### config.mk
export PLATFORM = sky130hd
export DESIGN_NAME = load_store_sequencer
export DESIGN_NICKNAME = d
export VERILOG_FILES = /design/src/rtl/load_store_sequencer.sv
export SDC_FILE = /design/constraint.sdc
export NUM_CORES = 1
export LEC_CHECK = 0
export ABC_AREA = 1
export BUFFER_PORTS_ARGS = -buffer_cell sky130_fd_sc_hd__buf_2
export CORE_MARGIN = 2
export CORE_UTILIZATION = 38
export CTS_CLUSTER_DIAMETER = 200
export DETAILED_ROUTE_END_ITERATION = 16
export PLACE_DENSITY = 0.88
export SYNTH_ARGS = -nofsm -noshare
export SYNTH_HDL_FRONTEND = slang
export SYNTH_SLANG_ARGS = --single-unit
### constraint.sdc
create_clock -name Clk -period 4.75 [get_ports Clk]
set_clock_uncertainty 0.2 [all_clocks]
set_input_delay 0.2375 -clock Clk [delete_from_list [all_inputs] [get_ports Clk]]
set_output_delay 0.2375 -clock Clk [all_outputs]
set_load 0.02 [all_outputs]
### src/rtl/load_store_sequencer.sv
// Multi-cycle load/store sequencer for SPARC V8 format-3 memory instructions.
// Drives MAR/MDR/RAM/register-file strobes for one transaction and waits on the RAM MFC handshake.
module load_store_sequencer #(
    parameter int TIMEOUT = 16
) (
    input  logic        Clk,
    input  logic        Clr,
    input  logic        Start,
    input  logic [31:0] IR_Out,
    input  logic [31:0] ALU_Out,
    input  logic        MFC,
    output logic        MAR_Enable,
    output logic        MDR_Enable,
    output logic        MDR_Mux_select,
    output logic        RAM_enable,
    output logic [5:0]  RAM_OpCode,
    output logic        register_file_enable,
    output logic        Busy,
    output logic        Done,
    output logic        Error,
    output logic [1:0]  Err_code
);

    localparam int CW = $clog2(TIMEOUT) + 1;

    localparam logic [1:0] ERR_NONE      = 2'b00;
    localparam logic [1:0] ERR_ILLEGAL   = 2'b01;
    localparam logic [1:0] ERR_MISALIGN  = 2'b10;
    localparam logic [1:0] ERR_TIMEOUT   = 2'b11;

    typedef enum logic [2:0] {
        S_IDLE,
        S_ADDR,
        S_WDATA,
        S_MEM,
        S_LATCH,
        S_WB,
        S_DONE,
        S_ERR
    } state_t;

    state_t          state_reg, state_next;
    logic [CW-1:0]   wait_cnt_reg, wait_cnt_next;
    logic [5:0]      op3_reg, op3_next;
    logic [1:0]      err_code_reg, err_code_next;

    logic            ir_legal;
    logic            is_store;
    logic            misaligned;
    logic            timeout_hit;
    logic            unused_bits;

    // Only op and op3 of the instruction, and the low address bits, matter here.
    assign unused_bits = ^{IR_Out[29:25], IR_Out[18:0], ALU_Out[31:2]};

    always_comb begin
        ir_legal = 1'b0;
        if (IR_Out[31:30] == 2'b11) begin
            case (IR_Out[24:19])
                6'b000000, 6'b000001, 6'b000010,
                6'b000100, 6'b000101, 6'b000110: ir_legal = 1'b1;
                default:                         ir_legal = 1'b0;
            endcase
        end
    end

    // Legal op3 encodings: bit 2 selects store, bits 1:0 give size (00 word, 01 byte, 10 half).
    assign is_store = op3_reg[2];

    always_comb begin
        misaligned = 1'b0;
        case (op3_reg[1:0])
            2'b00:   misaligned = (ALU_Out[1:0] != 2'b00);
            2'b10:   misaligned = ALU_Out[0];
            default: misaligned = 1'b0;
        endcase
    end

    assign timeout_hit = (wait_cnt_reg == CW'(TIMEOUT - 1));

    always_ff @(posedge Clk) begin
        if (Clr) begin
            state_reg    <= S_IDLE;
            wait_cnt_reg <= '0;
            op3_reg      <= '0;
            err_code_reg <= ERR_NONE;
        end else begin
            state_reg    <= state_next;
            wait_cnt_reg <= wait_cnt_next;
            op3_reg      <= op3_next;
            err_code_reg <= err_code_next;
        end
    end

    always_comb begin
        state_next           = state_reg;
        wait_cnt_next        = wait_cnt_reg;
        op3_next             = op3_reg;
        err_code_next        = err_code_reg;
        MAR_Enable           = 1'b0;
        MDR_Enable           = 1'b0;
        MDR_Mux_select       = 1'b0;
        RAM_enable           = 1'b0;
        register_file_enable = 1'b0;
        Done                 = 1'b0;
        Error                = 1'b0;

        case (state_reg)
            S_IDLE: begin
                if (Start) begin
                    op3_next = IR_Out[24:19];
                    if (ir_legal) begin
                        state_next    = S_ADDR;
                        err_code_next = ERR_NONE;
                    end else begin
                        state_next    = S_ERR;
                        err_code_next = ERR_ILLEGAL;
                    end
                end
            end
            S_ADDR: begin
                MAR_Enable = 1'b1;
                if (misaligned) begin
                    state_next    = S_ERR;
                    err_code_next = ERR_MISALIGN;
                end else if (is_store) begin
                    state_next = S_WDATA;
                end else begin
                    state_next    = S_MEM;
                    wait_cnt_next = '0;
                end
            end
            S_WDATA: begin
                MDR_Enable    = 1'b1;
                state_next    = S_MEM;
                wait_cnt_next = '0;
            end
            S_MEM: begin
                RAM_enable    = 1'b1;
                wait_cnt_next = wait_cnt_reg + 1'b1;
                // A late MFC still completes the access even on the last allowed cycle.
                if (MFC) begin
                    state_next = is_store ? S_DONE : S_LATCH;
                end else if (timeout_hit) begin
                    state_next    = S_ERR;
                    err_code_next = ERR_TIMEOUT;
                end
            end
            S_LATCH: begin
                RAM_enable     = 1'b1;
                MDR_Enable     = 1'b1;
                MDR_Mux_select = 1'b1;
                state_next     = S_WB;
            end
            S_WB: begin
                register_file_enable = 1'b1;
                state_next           = S_DONE;
            end
            S_DONE: begin
                Done       = 1'b1;
                state_next = S_IDLE;
            end
            S_ERR: begin
                Error      = 1'b1;
                state_next = S_IDLE;
            end
            default: state_next = S_IDLE;
        endcase
    end

    assign Busy       = (state_reg != S_IDLE);
    assign RAM_OpCode = op3_reg;
    assign Err_code   = err_code_reg;

endmodule

## Yosys cells after proc, flatten, opt, wreduce, memory -nomap -nowiden

Cells that the tools add are included.

| operators by class | value |
|---|---|
| add/sub/neg operators | 1 |
| equality and inequality tests | 22 |
| mux-type cells | 27 |
| reduce and logical (&&, ||, !) cells | 15 |

Operator list:

| operator | count |
|---|---|
| 3-bit case mux with 7 select lines | 1 |
| 6-bit by 3-bit equality test with 1-bit output, second input constant | 3 |
| 3-bit two-way mux | 5 |
| 5-bit case mux with 3 select lines | 1 |
| 3-bit equality test, second input constant | 4 |
| 2-bit inequality test, second input constant | 6 |
| 1-bit two-way mux | 11 |
| 2-bit two-way mux | 5 |
| 5-bit two-way mux | 2 |
| 3-bit nonzero test | 3 |
| 3-bit by 2-bit equality test with 1-bit output, second input constant | 2 |
| 6-bit by 1-bit equality test with 1-bit output, second input constant | 1 |
| 6-bit by 2-bit equality test with 1-bit output, second input constant | 1 |
| 6-bit zero test | 1 |
| 2-bit case mux with 3 select lines | 1 |
| 2-bit OR reduction | 3 |
| 6-bit OR reduction | 1 |
| 5-bit by 1-bit adder with 5-bit output, second input constant | 1 |
| 5-bit by 4-bit equality test with 1-bit output, second input constant | 1 |
| 5-bit AND reduction | 1 |
| 2-bit equality test, second input constant | 2 |
| 2-bit AND reduction | 2 |
| 3-bit by 1-bit equality test with 1-bit output, second input constant | 1 |
| 3-bit zero test | 1 |
| 5 further kinds | 5 |

| storage, ports and cells | value |
|---|---|
| bits in registers | 16 |
| input bits | 68 |
| output and inout bits | 16 |
| logic and storage cells | 69 |

## Longest topological paths before layout

| depth | value |
|---|---|
| word-level depth | 7 |
| depth in mapped cells | 10 |
| mapped depth without buffers | 10 |

## Worst setup path after synthesis

OpenSTA, ideal clock, no wires.

| path | value |
|---|---|
| path kind | register -> register |
| from | reg wait_cnt_reg[0] |
| to | reg err_code_reg[0] (netlist: Err_code[0]) |
| library setup time | 0.113 ns |
| arrival | 1.190 ns |
| required time | 4.437 ns |
| setup slack | 3.247 ns |
| cell stages (with the launch flop) | 10 |
| path buffers | 0 |
| period minus slack after synthesis | 1.503 ns |
| cells stage by stage | dfxtp_1 -> ha_1 -> nand2_1 -> nor2_1 -> ha_1 -> inv_1 -> o21ai_0 -> nand3_1 -> nor2_1 -> nor2_1 |

| between the ends | value |
|---|---|
| longest elaborated chain between the ends | 3 |

Ends and longest elaborated chain:

| what | RTL line | text |
|---|---|---|
| from (decl) | 43 | `logic [CW-1:0] wait_cnt_reg, wait_cnt_next;` |
| from (signal assigned) | 89 | `wait_cnt_reg <= wait_cnt_next;` |
| 5-bit by 4-bit equality test with 1-bit output | 79 | `assign timeout_hit = (wait_cnt_reg == CW'(TIMEOUT - 1));` |
| 2-bit inequality test (no source line) | -- |  |
| 5-bit AND reduction (no source line) | -- |  |
| to (signal assigned) | 91 | `err_code_reg <= err_code_next;` |
| to (decl) | 45 | `logic [1:0] err_code_reg, err_code_next;` |

No other way between the ends.
A chain may end at the register's enable or synchronous reset.

## Worst setup path in the final report

| path | value |
|---|---|
| from | reg state_reg[0] |
| to | out RAM_enable |

| between the ends | value |
|---|---|
| longest elaborated chain between the ends | 3 |
| elaborated cells between the ends (all ways) | 4 |
| classes of those cells | eq/ne: 2; mux: 1; reduce/logical: 1 |

Ends and longest elaborated chain:

| what | RTL line | text |
|---|---|---|
| from (decl) | 42 | `state_t state_reg, state_next;` |
| from (signal assigned) | 88 | `state_reg <= state_next;` |
| 3-bit by 2-bit equality test with 1-bit output or 3-bit equality test (tied branches) | 108 | `case (state_reg)` |
| 2-bit OR reduction (no source line) (*) | -- |  |
| 1-bit two-way mux (*) | 108 |  |
| to (decl) | 15 | `output logic RAM_enable,` |

Mark *: on every way between the ends. The rest lies on a longest branch, timed or not.

==> impl_metrics.toml <==
[die]
initial_core_util_pct = 39.9
die_area_um2 = 2730
rows = 17
die_width_um = 52.2
core_um2 = 2210
dieHeight_um = 52.2
ios = 84

[layout]
nNetsFinal = 238
syn2layout_area_growth_pct = 23.9
final_util_pct = 49.5
drive_above_1_share_pct = 27.7
ff_latch_area_um2 = 320
multiInputGateArea_um2 = 469
largest_reg_flops = 6
fillers = 235
diodes = 0

[clocking]
root_buffer = "clkbuf_4"
clock_tree.buffer_depth = 2
cts_resized = 0
post_cts_buffers = 0
hold_buffers = 1
clock_sinks = 16
path_clk_slew_ns = 0.09
numCtsBuffers = 3
clock_latency_ns = 0.28
htreeDepth = 1
cts_tree = "built"

[yosys]
synth.area.top_cells = "dfxtp_1, nand2_1, inv_1, a21oi_1, nand3_1"
synth_area_um2 = 883
syn_avg_cell_area_um2 = 6.59
synth_nets = 204
synth_top_area_share_pct = 36.3
synth_cell_type_count = 23
yosys.area.top_type = "dfxtp_1"
yosysSeqAreaShare_pct = 36.3
syn_inst = 134
yosys_warnings = 0
ys_ff_latch = 16

[placement]
dp_hpwl_um = 1470
globalplace.congestion = 0.795
io_buffer_count = 29
dp_slack_ns = 3.07

[power]
power_frac_clock_pct = 11.2
seq_power_share_pct = 33.5
p_comb_share_pct = 55.2
powerDensity_nw_per_um2 = 582
leakage_nw = 0.565
p_sw_share_pct = 50.3
ir_drop_mv = 0.301
p_switching_uw = 320
intPower_uw = 317

[grt]
grt_pass1_vias = 757
grt_max_degree = 11
grt_remaining_overflow = 0
antenna_found_initial = 0
track_usage_pct = 15.4
grt_pass1_wl_um = 3130

[detailed_routing]
wl_per_cell_um = 10.1
dr.pass1.iters = 4
wirelength_um = 1960
ant_nets = 0
drc = 0
vias = 892
drt_iter0_drc = 20
via_per_inst = 4.60

[timing]
period_share_pct = 40.1
post-route-min-period_ns = 1.90
tightest_slew_ns = 0.416
final_hold_viol_count = 0
grt_setup_unrepaired = "no"
slew_viol_final = 0
tns_ns = 0
fin_ws_ns = 2.85
relSlewSlack_pct = 72.2
setup_viol = 0
fmax_mhz = 525

[worst_setup_path]
critPathRequiredTime_ns = 4.31
path_class = "reg2out"
crit_path_start_kind = "flip-flop"
crit_fanout = 10
end_kind = "output pin"
worstPathArrival_ns = 1.47

[hold_path]
hp-class = "in2reg"

[flow_run]
drv_cap = 0

[outcome]
outcome = "completed"
[placed cells by master (no fill, tap or decap)]
cell type	n
a21oi_1	12
a21oi_2	1
a31oi_1	1
buf_2	29
clkbuf_4	3
dfxtp_1	16
dlygate4sd3_1	2
ha_1	2
inv_1	18
inv_2	4
nand2_1	38
nand2_2	3
nand2_4	1
nand3_1	8
nand3_2	1
nor2_1	10
nor2_2	1
nor2_4	2
o211ai_1	1
o21ai_0	7
o21ai_1	2
or2_0	2
or2_2	1
xor2_1	1
[stage by stage]
| stage | std cells | instance area (um2) | hold WS (ns) | power (mW) |
|---|---|---|---|---|
| 5_1_grt | 194 | 1090 | 0.0322 | 0.692 |
| 3_5_place_dp | 189 | 1050 | 0.255 | 0.565 |
| 4_1_cts | 193 | 1080 | 0.00183 | 0.639 |
| 2_1_floorplan | 134 | 883 | 0.180 | 0.475 |
| 3_3_place_gp | 189 | 1050 | 0.251 | 0.561 |
| 6_report | 194 | 1090 | 0.0325 | 0.637 |
[critical path, stage by stage (launching register included)]
cell	delay, ns
dfxtp_1	0.58
nand2_2	0.11
nor2_4	0.17
inv_2	0.08
nand2_1	0.08
buf_2	0.16
[power groups by stage]
| stage | clock (mW) | sequential [mW] | combinational, mW |
|---|---|---|---|
| after global placement | 0 | 0.214 | 0.346 |
| after detailed placement | 0 | 0.215 | 0.349 |
| after global routing | 0.0826 | 0.218 | 0.392 |
| final | 0.0715 | 0.214 | 0.352 |
| after CTS | 0.0746 | 0.212 | 0.352 |
| after floorplan | 0 | 0.227 | 0.248 |
[cell usage after synthesis (all sizes together)]
cell type	count
a31oi	1
nand3	9
a21oi	13
ha	2
buf	2
o211ai	1
nor2	13
xor2	1
nand2	42
inv	22
dfxtp	16
o21ai	9
or2	3
[layer usage]
metal	up-vias	routed length [um]	GRT usage, %
met5	-	0	0
met4	0	17	3.85
met3	2	129	5.14
met2	25	845	24.9
met1	381	968	19.6
li1	484	-	-
[worst paths after layout]
check	depth (start not counted)	slack, ns	to	from
min	3	0.03	RAM_OpCode[5]	IR_Out[24]
min reg2reg	2	0.27	wait_cnt_reg[4]	wait_cnt_reg[4]
max	5	2.85	RAM_enable	state_reg[0]
max reg2reg	10	3.03	Err_code[0]	wait_cnt_reg[0]
[layout make-up]
type                       instances  share of cell area (%)
multi-input combinational         94                    42.9
tap                               28                    3.20
clock buffer                       3                    2.06
timing repair buffer              31                    15.1
sequential                        16                    29.3
inverter                          22                    7.54
[cell families after synthesis]
| logic type | share of synthesized area, % |
|---|---|
| AOI/OAI and AO/OA | 14.4 |
| DFF | 36.3 |
| adders and majority gates | 2.83 |
| buffers and inverters | 10.6 |
| and+or+nand+nor | 34.8 |
| xor gates and xnor gates | 0.992 |
(Power assumes the default switching activity.)
